--- src/rtl/serial_comp_pkg.sv ---
// Shared definitions for the bit-serial magnitude comparator.
// Holds the controller state encoding and the default operand width so the
// top level, its helper cell and any bench agree on the same values.
package serial_comp_pkg;

    // Default width of the compared words.
    localparam int DEFAULT_WORDSIZE = 16;

    // Controller states: waiting for operands, shifting bits, holding result.
    typedef enum logic [1:0] {
        IDLE = 2'd0,
        RUN  = 2'd1,
        DONE = 2'd2
    } state_t;

endpackage

--- src/rtl/serial_comp_bit_cell.sv ---
// One-bit decision step of the serial comparator.
// Ports:
//   a_bit, b_bit   current MSBs of the two operands
//   gt_in, lt_in   decision accumulated so far
//   gt_out, lt_out updated decision
// The first differing bit decides the result. After that the accumulators
// are frozen, so later bits can never change the outcome.
module comp_bit_cell (
    input  logic a_bit,
    input  logic b_bit,
    input  logic gt_in,
    input  logic lt_in,
    output logic gt_out,
    output logic lt_out
);

    logic undecided;

    // No decision yet only while both accumulators are still clear.
    assign undecided = !gt_in && !lt_in;
    assign gt_out    = gt_in | (undecided &  a_bit & ~b_bit);
    assign lt_out    = lt_in | (undecided & ~a_bit &  b_bit);

endmodule

--- src/rtl/serial_comp.sv ---
// Bit-serial unsigned comparator, MSB first, one bit per clock.
// Ports:
//   clk, rst            clock, asynchronous active-high reset
//   a, b                operands, captured when in_valid && in_ready
//   in_valid, in_ready  input handshake (ready only while IDLE)
//   out_valid, out_ready result handshake (valid only while DONE)
//   lt, gt, eq          comparison result, one-hot while out_valid
// An operation always spends exactly WORDSIZE cycles in RUN. The result
// therefore appears WORDSIZE edges after the accepting edge, regardless of
// where the first differing bit lies.
module serial_comp
    import serial_comp_pkg::*;
#(
    parameter int WORDSIZE = DEFAULT_WORDSIZE
) (
    input  logic                clk,
    input  logic                rst,
    input  logic [WORDSIZE-1:0] a,
    input  logic [WORDSIZE-1:0] b,
    input  logic                in_valid,
    output logic                in_ready,
    output logic                out_valid,
    input  logic                out_ready,
    output logic                lt,
    output logic                gt,
    output logic                eq
);

    localparam int CW = $clog2(WORDSIZE);
    localparam logic [CW-1:0] LAST_BIT = CW'(WORDSIZE - 1);

    state_t              state_q, state_d;
    logic [WORDSIZE-1:0] aShift_q, aShift_d;
    logic [WORDSIZE-1:0] bShift_q, bShift_d;
    logic [CW-1:0]       count_q, count_d;
    logic                gtAcc_q, gtAcc_d;
    logic                ltAcc_q, ltAcc_d;
    logic                cellGt, cellLt;

    // The decision step works on the MSBs currently sitting at the top of
    // the shift registers.
    comp_bit_cell u_cell (
        .a_bit  (aShift_q[WORDSIZE-1]),
        .b_bit  (bShift_q[WORDSIZE-1]),
        .gt_in  (gtAcc_q),
        .lt_in  (ltAcc_q),
        .gt_out (cellGt),
        .lt_out (cellLt)
    );

    // State and datapath registers. Reset abandons any operation in flight.
    always_ff @(posedge clk or posedge rst) begin
        if (rst) begin
            state_q  <= IDLE;
            aShift_q <= '0;
            bShift_q <= '0;
            count_q  <= '0;
            gtAcc_q  <= 1'b0;
            ltAcc_q  <= 1'b0;
        end else begin
            state_q  <= state_d;
            aShift_q <= aShift_d;
            bShift_q <= bShift_d;
            count_q  <= count_d;
            gtAcc_q  <= gtAcc_d;
            ltAcc_q  <= ltAcc_d;
        end
    end

    // Next-state logic. Operands are loaded only in IDLE, so input activity
    // during RUN or DONE cannot disturb the operation in progress. On the
    // last RUN cycle the counter holds instead of incrementing, so it never
    // wraps.
    always_comb begin
        state_d  = state_q;
        aShift_d = aShift_q;
        bShift_d = bShift_q;
        count_d  = count_q;
        gtAcc_d  = gtAcc_q;
        ltAcc_d  = ltAcc_q;
        unique case (state_q)
            IDLE: begin
                if (in_valid) begin
                    aShift_d = a;
                    bShift_d = b;
                    count_d  = '0;
                    gtAcc_d  = 1'b0;
                    ltAcc_d  = 1'b0;
                    state_d  = RUN;
                end
            end
            RUN: begin
                gtAcc_d  = cellGt;
                ltAcc_d  = cellLt;
                aShift_d = {aShift_q[WORDSIZE-2:0], 1'b0};
                bShift_d = {bShift_q[WORDSIZE-2:0], 1'b0};
                if (count_q == LAST_BIT) begin
                    state_d = DONE;
                end else begin
                    count_d = count_q + 1'b1;
                end
            end
            DONE: begin
                if (out_ready) begin
                    state_d = IDLE;
                end
            end
            default: begin
                state_d = IDLE;
            end
        endcase
    end

    // Handshakes and the result are decoded purely from the state, so they
    // are all zero outside DONE and stay stable while the consumer stalls.
    assign in_ready  = (state_q == IDLE);
    assign out_valid = (state_q == DONE);
    assign lt        = out_valid & ltAcc_q;
    assign gt        = out_valid & gtAcc_q;
    assign eq        = out_valid & ~(ltAcc_q | gtAcc_q);

endmodule
--- config.mk ---
export PLATFORM = sky130hd
export DESIGN_NAME = serial_comp
export DESIGN_NICKNAME = d
export VERILOG_FILES = /design/src/rtl/serial_comp_pkg.sv /design/src/rtl/serial_comp_bit_cell.sv /design/src/rtl/serial_comp.sv
export SDC_FILE = /design/constraint.sdc
export NUM_CORES = 1
export LEC_CHECK = 0
export ABC_AREA = 1
export BUFFER_PORTS_ARGS = -buffer_cell sky130_fd_sc_hd__buf_2
export CORE_MARGIN = 4
export CORE_UTILIZATION = 41
export DETAILED_ROUTE_END_ITERATION = 10
export PLACE_DENSITY_LB_ADDON = 0.08
export SLEW_MARGIN = 20
export SYNTH_ARGS = -nofsm -noshare
export SYNTH_HDL_FRONTEND = slang
export SYNTH_SLANG_ARGS = --single-unit
export TNS_END_PERCENT = 1
--- constraint.sdc ---
create_clock -name clk -period 2.55 [get_ports clk]
set_clock_uncertainty 0.1 [all_clocks]
set_input_delay 0.255 -clock clk [delete_from_list [all_inputs] [get_ports clk]]
set_output_delay 0.255 -clock clk [all_outputs]
set_load 0.005 [all_outputs]
Word level (Yosys, flattened, before mapping)
Index checks and enable logic that the tools add are counted.

Register bits after elaboration: 40. Output and inout port bits: 5. Input bits: 36. Word-level logic and storage cells: 49.

Add/sub/neg operators: 1. Reductions and logical operators: 8. Muxes and demuxes: 14. Eq/ne operators: 7. Bitwise gates (word level): 13.

Operators by type and width (count): case mux 16 bit (2 select lines) (2); two-way mux 16 bit (2); two-way mux 4 bit (2); case mux 4 bit (2 select lines) (1); AND 1 bit (7); two-way mux 2 bit (3); inequality test 2 bit, second input constant (3); case mux 2 bit (3 select lines) (1); AND reduction 3 bit (2); adder 4 x 1 -> 4 bit, second input constant (1); == test 4 bit, second input constant (1); case mux 1 bit (2 select lines) (2); NOT 1 bit (3); bitwise OR 1 bit (3); == test 2 x 1 -> 1 bit, second input constant (1); == test 2 bit, second input constant (1); logical NOT 1 bit (2); logical NOT 2 bit (1); inequality test 2 x 1 -> 1 bit, second input constant (1); AND reduction 2 bit (1); nonzero test 2 bit (1); logical AND 1 bit (1); two-way mux 1 bit (1).

Logic depth before layout (Yosys ltp)
Gate-level depths: netlist of run 1.

Depth after elaboration: 6. Gate-level depth with buffers: 7. Gate-level depth less buffers: 6.

Cells and area by module
A second synthesis of run 1 with hierarchy kept.

Cell total of the unflattened synthesis: 292. Area total of the unflattened synthesis: 2024.4 um^2.

Modules (own cells, without submodules): serial_comp (cells an instance 284, seq. area each 1001.0 um^2, times used 1, area each 1993.2 um^2); comp_bit_cell (cells an instance 8, seq. area each 0.0 um^2, times used 1, area each 31.3 um^2).

Worst setup path before layout of run 1
No wires, ideal clock.

Path kind: register to output. Start: register state_q[1]. End: output port eq. Data required time: 2.195 ns. Arrival time: 0.870 ns. Stages on the path, launching flop included: 5. Buffers on the path: 0. Slack: 1.325 ns. Cell sequence: dfrtp_1 > inv_1 > nor2_1 > inv_1 > nor3_1.

Longest elaborated chain between the ends: 2.

Ends and longest elaborated chain: start: declaration (RTL line serial_comp.sv:32) `state_t state_q, state_d;`; start signal: assignment (RTL line serial_comp.sv:61) `state_q <= state_d;`; == test 2 bit (RTL line serial_comp.sv:117) `assign out_valid = (state_q == DONE);`; net out_valid (RTL line serial_comp.sv:22) `output logic out_valid,`; AND 1 bit (RTL line serial_comp.sv:120) `assign eq = out_valid & ~(ltAcc_q | gtAcc_q);`; end: declaration (RTL line serial_comp.sv:26) `output logic eq`.

The timed path passes the listed nets, and every way through them passes these cells.

Worst setup path after layout of run 1
Start: register state_q[1]. End: output port eq.

Longest elaborated chain between the ends: 2.

Ends and longest elaborated chain (RTL line): == test 2 bit (serial_comp.sv:117); AND 1 bit (serial_comp.sv:120).

Every way passes these cells.

==> flow_metrics.tcl, run 1 <==
set metrics [dict create \
    synth_nets 330 \
    cp.arrival_ns 1.30 \
    drcViolationCount 0 \
    worstReg2RegEnd "aShift_q[12]" \
    p_per_area_mw_per_mm2 1061 \
    postLayoutCoreUtil 0.4963 \
    clock_latency_ns 0.29 \
    hold_buffers 0 \
    die_w_microns 78.31 \
    outcome "finished, violations left" \
    synth_mux_area_frac 0 \
    cts_tree "done" \
    grt_max_degree 41 \
    p_leak_nw 1.427 \
    grt_pass1_wl_microns 7721 \
    layout_min_cycle_time_ns 1.652 \
    grt_use_total 0.1561 \
    numCtsBuffers 5 \
    cts_buffer_depth 2 \
    cp_cell_sequence "inv_1 > nor2_1 > inv_1 > nor3_1 > buf_2" \
    wl_microns 4425 \
    fin_nets 370 \
    min_path_type "primary input to async pin" \
    place_area_sq_mm 0.002270 \
    htreeDepth 2 \
    io_pins 41 \
    root_buffer "clkbuf_8" \
    synth_top_area_frac 0.4938 \
    seqPwrFrac 0.434 \
    reg2reg_from "state_q[1]" \
    clk_pin_slew_worst_paths_ns 0.08 \
    setup_slack_ns 0.8979 \
    start_util 0.4263 \
    holdWs_ns -0.01607 \
    critPathBufInv 3 \
    maxCapViolCount 0 \
    die-area_sq_mm 0.006132 \
    via_per_inst 4.464 \
    nFillCells 516 \
    final.setup.tns_ns 0 \
    core_sq_mm 0.004755 \
    internal_power_mw 1.487 \
    finalHoldViolCount 18 \
    critPathLaunch "state_q[1]" \
    crit_cells 5 \
    overflow 0 \
    place.gp.congestion 0.7474 \
    post_cts_buffers 0 \
    drive_gt1_frac 0.1647 \
    synth_fa_ha_area_frac 0.006173 \
    worst_path_most_repeated_cell "inv_1" \
    max_freq_ghz 0.6053 \
    antenna_left 0 \
    ys_warn_count 0 \
    yosysSeqAreaShare 0.4938 \
    endpoint "eq" \
    avgSynthCellArea_sq_um 6.918 \
    setup_viol 0 \
    synth.cell_area_sq_mm 0.002027 \
    cp_slowest_cell "dfrtp_1" \
    cts_num_sinks 40 \
    synth_top_family_by_area "simple AND/OR/NAND/NOR gates" \
    synth.distinct_cells 17 \
    p_clk_frac 0.173 \
    rows 25 \
    cp_top_family "flip-flops" \
    worstPathRequired_ns 2.19 \
    synth_top_cell_by_area "dfrtp_1" \
    reg2reg_slack_ns 0.99 \
    syn2layout_area_growth_pct 16.42 \
    cp-end-kind "output pin" \
    synth.area.top_cells "dfrtp_1 49%, nand2_1 38%, nand3_1 2.2%" \
    ir_drop_mv 0.4688 \
    grt_pass1_vias 1741 \
    die_y_microns 78.31 \
    diodes 0 \
    worst-setup-path-type "flip-flop to output pin" \
    synthXorXnorAreaFrac 0 \
    swShare 0.4062 \
    drv_slew 0 \
    place_hpwl_microns 2816 \
    worstPathMaxFanout 4 \
    ff2ff_path_depth 6 \
    antenna_found_initial 0 \
    synth_compound_area_frac 0.009877 \
    vias 1790 \
    relSlewSlack 0.6434 \
    worstSetupStartpointType "flip-flop" \
    worst_slew_pin_slew_ns 0.5342 \
    netlist_instances 293 \
    period_share 0.6479 \
    stdcell_area_sq_mm 0.002360 \
    drt_first_pass_iters 5 \
    rsz0062_at_grt "false" \
    port_buffers 40 \
    synth-simple-area-share 0.4272 \
    ys_ff_latch 40 \
    p_sw_mw 1.017 \
    cts_resized 0 \
    dr.first_iter.drc_count 78 \
    crit_path_max_incr_delay_ns 0.41 \
    combPwrFrac 0.393 \
    violations "negative hold slack" \
    routedWlPerCell_microns 11.03 \
    dp_worst_setup_slack_ns 0.9830 \
]
-- area by class of cell --
type	instances	area [sq um]	area share
Clock buffer	8	90.09	0.03818
Multi-Input combinational cell	228	898.4	0.3807
Inverter	13	48.80	0.02068
Sequential cell	40	1001	0.4242
Timing Repair Buffer	45	237.7	0.1007
Tap cell	67	83.83	0.03552
-- routing by layer --
| metal | GRT usage | wire (microns) |
|---|---|---|
| met1 | 0.2243 | 2261 |
| met2 | 0.2372 | 1938 |
| met3 | 0.03555 | 202 |
| met4 | 0.04196 | 23 |
| met5 | 0 | 0 |
-- how the worst min path moves through the flow --
stage,from,to,slack [ns],cells past startpoint
finish,rst,aShift_q[8],-0.02,3
floorplan,out_ready,state_q[1],0.26,1
global route,out_ready,state_q[1],0.04,2
global placement,rst,aShift_q[5],0.32,3
CTS,rst,aShift_q[3],0.004,3
detailed placement,rst,bShift_q[13],0.31,3
-- per-stage QoR --
step / power, mW / instances
global route: 2.780 / 401
global placement: 2.085 / 393
finish: 2.504 / 401
detailed placement: 2.096 / 393
CTS: 2.540 / 401
floorplan: 1.887 / 293
-- placed cells by master (no fill, tap or decap), drive strengths merged --
master	instances
a21oi	1
buf	45
clkbuf	8
dfrtp	40
ha	1
inv	13
nand2	204
nand3	9
nand4	1
nor2	8
nor3	1
o21ai	1
o22ai	1
or2	1
-- cell usage after synthesis, drive strengths merged --
library cell  instances
nand4                 1
buf                  12
nor3                  1
nand2               204
o22ai                 1
or2                   1
nand3                 9
inv                  13
ha                    1
nor2                  8
a21oi                 1
o21ai                 1
dfrtp                40
-- worst register-to-register path, stage by stage, from the launching register on --
cell and delay, ns:
dfrtp_1 0.42, inv_1 0.11, o21ai_2 0.06, buf_4 0.19, inv_2 0.42, nand2_1 0.12
nand2_1 0.08
-- flip-flops by register name, summed over array words and instances (netlist names) --
name and cells:
bShift_q 16, gtAcc_q 1, aShift_q 16, state_q 2
count_q 4, ltAcc_q 1
-- power by group through the flow --
stage / clock, mW / sequential (mW) / combinational (mW)
final: 0.433 / 1.09 / 0.983
after global routing: 0.473 / 1.12 / 1.18
after floorplan: 0 / 1.05 / 0.834
after CTS: 0.448 / 1.09 / 1.01
after detailed placement: 0 / 1.09 / 1.00
after global placement: 0 / 1.10 / 0.987
-- cell families (layout without fill, tap and decap cells) --
group | Yosys count | after routing
AOI/OAI and AO/OA | 3 | 3
adders and majority gates | 1 | 1
buffers and inverters | 25 | 66
DFF | 40 | 40
and+or+nand+nor | 224 | 224
(Power assumes the default switching activity.)
==> inputs of run 2 (changes only) <==
clock period = 1.4 ns   (was 2.55 ns; I/O delays follow)
==> flow_metrics.tcl, run 2 (synthesis gave the netlist of run 1 again) <==
set metrics [dict create \
    cp-end-kind "output pin" \
    clk_pin_slew_worst_paths_ns 0.08 \
    place.gp.congestion 0.7624 \
    relSlewSlack 0.7965 \
    vias 1798 \
    die_y_microns 78.31 \
    worstPathMaxFanout 4 \
    wl_microns 4347 \
    worst_slew_pin_slew_ns 0.3052 \
    p_leak_nw 1.489 \
    cts_tree "done" \
    rows 25 \
    drt_first_pass_iters 4 \
    worstPathRequired_ns 1.16 \
    holdWs_ns 0.02507 \
    die-area_sq_mm 0.006132 \
    drive_gt1_frac 0.2047 \
    p_per_area_mw_per_mm2 1939 \
    dr.first_iter.drc_count 90 \
    antenna_found_initial 0 \
    cp.arrival_ns 1.11 \
    place_hpwl_microns 2924 \
    drcViolationCount 0 \
    critPathLaunch "state_q[0]" \
    start_util 0.4263 \
    ir_drop_mv 1.022 \
    cp_cell_sequence "buf_6 > nor2_2 > buf_2" \
    min_delay_path_depth 5 \
    grt_pass1_wl_microns 7652 \
    cts_num_sinks 40 \
    grt_use_total 0.1600 \
    via_per_inst 4.396 \
    overflow 0 \
    ff2ff_path_depth 5 \
    antenna_left 0 \
    period_share 0.9672 \
    setup_viol 0 \
    outcome "complete, no violations" \
    final_common_cell "nand2_1" \
    numCtsBuffers 5 \
    cp_slowest_cell "dfrtp_1" \
    port_buffers 40 \
    finalHoldViolCount 0 \
    core_sq_mm 0.004755 \
    drv_slew 0 \
    rsz0062_at_grt "true" \
    grt_max_degree 41 \
    min_path_type "primary input to flip-flop" \
    root_buffer "clkbuf_8" \
    worstSetupStartpointType "flip-flop" \
    io_pins 41 \
    nFillCells 506 \
    htreeDepth 2 \
    dp_worst_setup_slack_ns 0.03962 \
    syn2layout_area_growth_pct 23.95 \
    critPathBufInv 2 \
    cts_buffer_depth 2 \
    hp-start "b[10]" \
    final_cell_mix "201 x nand2_1, 40 x dfrtp_1, 40 x buf_2" \
    grt_pass1_vias 1685 \
    diodes 0 \
    maxCapViolCount 0 \
    worst-setup-path-type "flip-flop to output pin" \
    setup_slack_ns 0.04594 \
    layout_min_cycle_time_ns 1.354 \
    routedWlPerCell_microns 10.63 \
    fin_cells 409 \
    crit_cells 3 \
    reg2reg_from "state_q[0]" \
    clock_latency_ns 0.30 \
    max_freq_ghz 0.7385 \
    cp_top_family "flip-flops" \
    die_w_microns 78.31 \
    crit_path_max_incr_delay_ns 0.42 \
    fin_nets 378 \
    top_regs "aShift_q (16), bShift_q (16), count_q (4)" \
    dp_cells 395 \
]
run 2: area by class of cell:
type,count,area (sq um),area share
Inverter,13,51.30,0.02042
Timing Repair Buffer,53,344.1,0.1370
Sequential cell,40,1001,0.3984
Multi-Input combinational cell,228,924.6,0.3680
Clock buffer,6,72.57,0.02888
Tap cell,67,83.83,0.03337
Clock inverter,2,35.03,0.01394
run 2: final timing paths:
check,end,slack [ns]
setup / recovery,in_ready,0.05
min in group asynchronous,aShift_q[4],0.34
setup reg to reg,aShift_q[5],0.05
hold reg to reg,bShift_q[6],0.38
max in group asynchronous,state_q[1],0.66
hold / removal,bShift_q[10],0.03
run 2: metal layers:
| layer | vias to the layer above | GRT usage | wire length, microns |
|---|---|---|---|
| li1 | 969 | - | - |
| met1 | 786 | 0.2182 | 2116 |
| met2 | 37 | 0.2337 | 1916 |
| met3 | 6 | 0.04702 | 223 |
| met4 | 0 | 0.07343 | 91 |
| met5 | - | 0 | 0 |
run 2: stage by stage:
stage	total power [mW]	setup TNS, ns	utilization	instance area, sq um
5_1_grt	5.407	-0.6209	0.5284	2512
4_1_cts	4.883	-0.01364	0.5216	2480
6_report	4.873	0	0.5284	2512
3_3_place_gp	3.875	0	0.4858	2310
3_5_place_dp	3.895	0	0.4858	2310
2_1_floorplan	3.438	0	-	2027
run 2: timing repair:
| action | in CTS | in global routing |
|---|---|---|
| gates resized for setup | 4 | 12 |
| setup endpoints to repair | 3 | 40 |
| setup buffers | 2 | 0 |
| hold endpoints to repair | 43 | 0 |
| hold buffers | 4 | 0 |
| pin swaps | 1 | 0 |
run 2: tightest hold or removal path, stage by stage:
cell	delay [ns]
buf_2	0.07
nand2_1	0.04
nand2_1	0.05
nand2_1	0.04
nand2_1	0.04
run 2: where the power goes:
part,leakage [nW],total (mW),internal (mW),switching (mW)
sequential,0.506,1.98,1.66,0.317
combinational,0.928,1.96,0.772,1.19
clock,0.0552,0.933,0.529,0.404
